### src/rtl/pwm_pkg.sv
// Shared definitions for the multi-channel PWM block: carrier mode encoding,
// default widths and the helper that unpacks one channel's duty value.
package pwm_pkg;

  typedef enum logic {
    MODE_EDGE   = 1'b0,
    MODE_CENTER = 1'b1
  } pwm_mode_e;

  localparam int DEF_RES_BITS = 8;
  localparam int DEF_DIV_W    = 32;

  // Widest packed duty bus the slice helper accepts.
  localparam int DUTY_BUS_MAX = 1024;

  function automatic logic [31:0] duty_slice(input logic [DUTY_BUS_MAX-1:0] bus,
                                             input int n, input int w);
    logic [DUTY_BUS_MAX-1:0] shifted;
    shifted = bus >> (n * w);
    return shifted[31:0] & ((32'd1 << w) - 32'd1);
  endfunction

endpackage

### src/rtl/pwm_prescaler.sv
// Carrier tick generator: counts 0..DIV-1 and pulses TICK on the last count.
// DIV of 0 or 1 produces a tick on every enabled cycle.
module pwm_prescaler
  import pwm_pkg::*;
#(
  parameter int DIV_W = DEF_DIV_W
) (
  input  logic             CLK,
  input  logic             RST,
  input  logic             EN,
  input  logic [DIV_W-1:0] DIV,
  output logic             TICK
);

  logic [DIV_W-1:0] count;
  logic [DIV_W-1:0] last;

  // A >= compare lets a shrinking divisor wrap at once instead of running to overflow.
  assign last = (DIV == '0) ? '0 : DIV - DIV_W'(1);
  assign TICK = EN && (count >= last);

  always_ff @(posedge CLK or negedge RST) begin
    if (!RST)              count <= '0;
    else if (!EN || TICK)  count <= '0;
    else                   count <= count + DIV_W'(1);
  end

endmodule

### src/rtl/pwm_multi_modulator.sv
// Multi-channel PWM with a shared prescaler and carrier (sawtooth or triangle),
// shadowed duty/mode registers loaded at period boundaries, and per-channel polarity.
module pwm_multi_modulator
  import pwm_pkg::*;
#(
  parameter int CHANNELS = 4,
  parameter int RES_BITS = DEF_RES_BITS,
  parameter int DIV_W    = DEF_DIV_W
) (
  input  logic                             CLK,
  input  logic                             RST,
  input  logic                             EN,
  input  logic                             MODE,
  input  logic [DIV_W-1:0]                 DIV,
  input  logic [CHANNELS*(RES_BITS+1)-1:0] DUTY,
  input  logic                             LOAD_EN,
  input  logic [CHANNELS-1:0]              POL,
  output logic [CHANNELS-1:0]              MOUT,
  output logic                             PERIOD_END,
  output logic [RES_BITS-1:0]              CNT
);

  localparam int DW = RES_BITS + 1;
  localparam logic [RES_BITS-1:0] MAX = '1;

  logic                    tick;
  pwm_mode_e               mode_q;
  logic                    dir_down;
  logic                    dir_next;
  logic [RES_BITS-1:0]     cnt_q;
  logic [RES_BITS-1:0]     cnt_next;
  logic                    boundary;
  logic                    load_now;
  logic                    period_end_q;
  logic [DUTY_BUS_MAX-1:0] duty_wide;

  pwm_prescaler #(.DIV_W(DIV_W)) u_prescaler (
    .CLK  (CLK),
    .RST  (RST),
    .EN   (EN),
    .DIV  (DIV),
    .TICK (tick)
  );

  // Next carrier value; a boundary is any tick that lands the carrier on zero.
  always_comb begin
    cnt_next = cnt_q;
    dir_next = dir_down;
    if (tick) begin
      if (mode_q == MODE_CENTER) begin
        if (!dir_down) begin
          cnt_next = cnt_q + 1'b1;
          if (cnt_next == MAX) dir_next = 1'b1;
        end else begin
          cnt_next = cnt_q - 1'b1;
          if (cnt_next == '0) dir_next = 1'b0;
        end
      end else begin
        cnt_next = cnt_q + 1'b1;
      end
    end
    boundary = tick && (cnt_next == '0);
    if (boundary) dir_next = 1'b0;
  end

  always_ff @(posedge CLK or negedge RST) begin
    if (!RST) begin
      cnt_q        <= '0;
      dir_down     <= 1'b0;
      mode_q       <= MODE_EDGE;
      period_end_q <= 1'b0;
    end else if (!EN) begin
      cnt_q        <= '0;
      dir_down     <= 1'b0;
      mode_q       <= pwm_mode_e'(MODE);
      period_end_q <= 1'b0;
    end else begin
      cnt_q        <= cnt_next;
      dir_down     <= dir_next;
      period_end_q <= boundary;
      if (boundary) mode_q <= pwm_mode_e'(MODE);
    end
  end

  // While stopped the shadows track the inputs so a restart uses fresh values.
  assign load_now  = !EN || boundary;
  assign duty_wide = DUTY_BUS_MAX'(DUTY);

  for (genvar ch = 0; ch < CHANNELS; ch++) begin : g_chan
    logic [DW-1:0] shadow;
    logic          active;
    logic          out_q;

    always_ff @(posedge CLK or negedge RST) begin
      if (!RST)                    shadow <= '0;
      else if (load_now && LOAD_EN) shadow <= DW'(duty_slice(duty_wide, ch, DW));
    end

    // The extra compare bit lets a full-scale duty stay active through the wrap.
    assign active = {1'b0, cnt_q} < shadow;

    always_ff @(posedge CLK or negedge RST) begin
      if (!RST) out_q <= 1'b0;
      else      out_q <= EN ? (active ^ POL[ch]) : POL[ch];
    end

    assign MOUT[ch] = out_q;
  end

  assign PERIOD_END = period_end_q;
  assign CNT        = cnt_q;

endmodule

### config.mk
export PLATFORM = sky130hd
export DESIGN_NAME = pwm_multi_modulator
export DESIGN_NICKNAME = d
export VERILOG_FILES = /design/src/rtl/pwm_pkg.sv /design/src/rtl/pwm_prescaler.sv /design/src/rtl/pwm_multi_modulator.sv
export SDC_FILE = /design/constraint.sdc
export NUM_CORES = 1
export LEC_CHECK = 0
export ABC_AREA = 1
export BUFFER_PORTS_ARGS = -buffer_cell sky130_fd_sc_hd__buf_4
export CAP_MARGIN = 30
export CORE_MARGIN = 1
export CORE_UTILIZATION = 59
export CTS_CLUSTER_SIZE = 28
export DETAILED_ROUTE_END_ITERATION = 10
export GPL_ROUTABILITY_DRIVEN = 0
export GPL_TIMING_DRIVEN = 0
export PLACE_DENSITY_LB_ADDON = 0.08
export SLEW_MARGIN = 15
export SYNTH_ARGS = -nofsm -noshare
export SYNTH_HDL_FRONTEND = slang
export SYNTH_SLANG_ARGS = --single-unit
### constraint.sdc
create_clock -name CLK -period 3.1 [get_ports CLK]
set_input_delay 0.31 -clock CLK [delete_from_list [all_inputs] [get_ports CLK]]
set_output_delay 0.31 -clock CLK [all_outputs]
set_load 0.01 [all_outputs]
==> flow_metrics.env <==
export IMPL_max_clock_freq_mhz=273
export IMPL_grt_max_degree=57
export IMPL_vias=6656
export IMPL_post_place_ws_ps=-1280
export IMPL_cts_tree="yes"
export IMPL_max_cap_violations=0
export IMPL_yosys_warnings=0
export IMPL_drive_gt1_share_pct=31.2
export IMPL_min_delay_path_class="input port to flip-flop"
export IMPL_hold_violations=0
export IMPL_portBuffers=88
export IMPL_synthMuxAreaShare_pct=0.151
export IMPL_synth_ff_type="dfrtp_1"
export IMPL_tns_ps=-24880
export IMPL_insertion_delay_ps=370
export IMPL_antenna_found_initial=0
export IMPL_fin_crit_ps=3670
export IMPL_crit_buf_inv=6
export IMPL_cp_data_arrival_time_ps=3940
export IMPL_finalCritPeriodShare_pct=118
export IMPL_synth_top_family_by_area="simple AND/OR/NAND/NOR gates"
export IMPL_die_area_um2=11700
export IMPL_clk_root_buffer_cell="clkbuf_8"
export IMPL_grt_pass1_vias=6115
export IMPL_p_leak_uw=0.00458
export IMPL_peakVddDrop_mv=0.236
export IMPL_worst_slew_pin_slew_ps=546
export IMPL_coreArea_um2=10900
export IMPL_synth_compound_area_share_pct=7.83
export IMPL_fill_cells=731
export IMPL_die_x_um=108
export IMPL_num_rows=38
export IMPL_cpMaxStageDelayCell="ha_1"
export IMPL_grt_first_pass_wirelength_mm=28.1
export IMPL_rsz0062_at_grt="true"
export IMPL_crit_fanout=10
export IMPL_start_kind="input port"
export IMPL_ant_nets=0
export IMPL_status="finished with violations"
export IMPL_clockBufferDepth=2
export IMPL_routedWlPerCell_um=15.1
export IMPL_fin_util_pct=81.6
export IMPL_die_y_um=108
export IMPL_postLayoutCellArea_um2=8890
export IMPL_synth_avg_cell_area_um2=7.14
export IMPL_final_cell_mix="169 x nand2_1, 116 x buf_4, 111 x inv_1"
export IMPL_clkSinkCount=83
export IMPL_clkTransAtPathRegs_ps=90
export IMPL_violations="setup timing"
export IMPL_first_pass_iters=6
export IMPL_drt_wl_total_mm=18.4
export IMPL_multi_input_area_um2=4430
export IMPL_setup_viol=71
export IMPL_yosys_area_share_simple_pct=33.4
export IMPL_synth_xor_area_share_pct=4.89
export IMPL_syn_to_final_growth_pct=34.0
export IMPL_synthCells=928
export IMPL_slowest_delay_ps=270
export IMPL_placed_area_um2=7580
export IMPL_cts_buffers=9
export IMPL_ys_ff_latch=83
export IMPL_finalMaxSlewViolations=0
export IMPL_pin_count=90
export IMPL_synth_seq_area_share_pct=31.3
export IMPL_synth_edf_count=0
export IMPL_cp_required_ps=3370
export IMPL_start_util_pct=60.9
export IMPL_seqCellArea_um2=2080
export IMPL_clock_skew_ps=9.63
export IMPL_htreeDepth=3
export IMPL_power_density_nw_per_um2=305
export IMPL_antennaDiodeCount=0
export IMPL_gr_total_overflow=0
export IMPL_setup_ws_ps=-568
export IMPL_nets=1217
export IMPL_drtIter0Drc=432
export IMPL_synth_distinct_cells=44
export IMPL_drc_errors=0
export IMPL_cp_top_family="simple AND/OR/NAND/NOR gates"
export IMPL_netlist_area_um2=6630
export IMPL_hpwl_mm=11.7
export IMPL_max_slew_margin_rel_pct=63.6
export IMPL_hold_ws_ps=112
export IMPL_final_common_cell="nand2_1"
export IMPL_end_kind="flip-flop"
export IMPL_postSynth_asyncResetShare_pct=100
export IMPL_grt_usage_pct=31.0
export IMPL_synth_nets=1072
export IMPL_yosys_area_share_adder_pct=12.6
export IMPL_viasPerCell=5.46
export IMPL_crit_type="input port to flip-flop"
what timing repair did:
| item | 4_1_cts | 5_1_grt |
|---|---|---|
| setup buffers | 24 | 14 |
| gates cloned | 7 | 1 |
| resized for setup | 91 | 93 |
| pin swaps | 44 | 36 |
| endpoints found under the hold margin | 27 | 0 |
| hold buffers | 1 | 0 |
| endpoints found under the setup margin | 79 | 79 |
worst paths after layout:
kind	slack, ps	depth (start not counted)	end	start
min	110	2	g_chan[1].out_q$_DFF_PN0_	POL[1]
max in group asynchronous	2100	3	u_prescaler.count[31]$_DFF_PN0_	RST
min in group asynchronous	390	2	g_chan[0].shadow[4]$_DFFE_PN0P_	RST
max	-570	30	g_chan[0].shadow[0]$_DFFE_PN0P_	DIV[9]
min reg2reg	480	2	g_chan[0].shadow[2]$_DFFE_PN0P_	g_chan[0].shadow[2]$_DFFE_PN0P_
max reg2reg	230	18	g_chan[0].shadow[0]$_DFFE_PN0P_	CNT[1]$_DFF_PN0_
synthesized netlist by cell type, types with 2 or more instances:
| cell type | count | area, um^2 |
|---|---|---|
| nor4_1 | 4 | 25.0 |
| a21o_1 | 4 | 30.0 |
| o31ai_1 | 3 | 22.5 |
| a21boi_0 | 5 | 37.5 |
| a31o_2 | 2 | 17.5 |
| ha_1 | 67 | 838 |
| inv_2 | 5 | 18.8 |
| or2_2 | 8 | 50.1 |
| clkbuf_1 | 6 | 22.5 |
| nor2_2 | 10 | 62.6 |
| xnor2_1 | 12 | 105 |
| buf_8 | 3 | 45.0 |
| dfrtp_1 | 83 | 2080 |
| inv_1 | 125 | 469 |
| buf_4 | 6 | 45.0 |
| o211ai_1 | 7 | 52.6 |
| nand2_1 | 224 | 841 |
| nor2_4 | 2 | 22.5 |
| nand2_4 | 4 | 45.0 |
| buf_2 | 6 | 30.0 |
| nor3_2 | 3 | 30.0 |
| o21ai_1 | 4 | 20.0 |
| nand4_1 | 18 | 113 |
| nor2_1 | 116 | 435 |
| nand3b_1 | 4 | 30.0 |
| nand3_2 | 3 | 30.0 |
| o21ai_0 | 15 | 75.1 |
| nand3_1 | 72 | 360 |
| xor2_1 | 25 | 219 |
| nand2_2 | 3 | 18.8 |
| a31oi_1 | 2 | 12.5 |
| a21oi_1 | 44 | 220 |
| nor3_1 | 22 | 110 |
logic make-up (layout without fill, tap and decap cells):
group / Yosys count / in the layout
simple gates: 497 / 498
buf+inv: 153 / 302
compound gates: 90 / 90
flops: 83 / 83
fa+ha+maj: 67 / 67
xor+xnor: 37 / 37
mux: 1 / 1
through the flow:
step / power [uW] / cells
global route: 2830 / 1218
global placement: 1660 / 1156
floorplan: 1480 / 928
detailed placement: 1670 / 1157
CTS: 2640 / 1204
finish: 2710 / 1218
power breakdown:
part / total (uW) / internal [uW] / switching (uW)
sequential: 1200 / 1150 / 52.1
clock: 911 / 460 / 451
combinational: 596 / 286 / 310
total: 2710 / 1900 / 813
registers in the layout (all words and copies together), names as in the netlist:
name / cells
g_chan.shadow: 36
u_prescaler.count: 32
CNT: 8
g_chan.out_q: 4
PERIOD_END: 1
dir_down: 1
mode_q: 1
per-layer routing:
layer | wire length (um) | global-route usage [%] | part of all wire [%] | up-vias
met5 | 0 | 0 | 0 | -
li1 | - | - | - | 3285
met1 | 7500 | 37.1 | 41 | 3086
met4 | 485 | 10.4 | 2.6 | 0
met3 | 879 | 4.28 | 4.8 | 42
met2 | 9530 | 56.8 | 52 | 243
cell type report:
class | instances | area share [%]
Tap cell | 140 | 1.97
Sequential cell | 83 | 23.4
Clock inverter | 7 | 1.11
Clock buffer | 9 | 1.39
Buffer | 22 | 2.97
Multi-Input combinational cell | 693 | 49.8
Inverter | 131 | 5.82
Timing Repair Buffer | 133 | 13.5
Power figures use the tool's default switching activity.
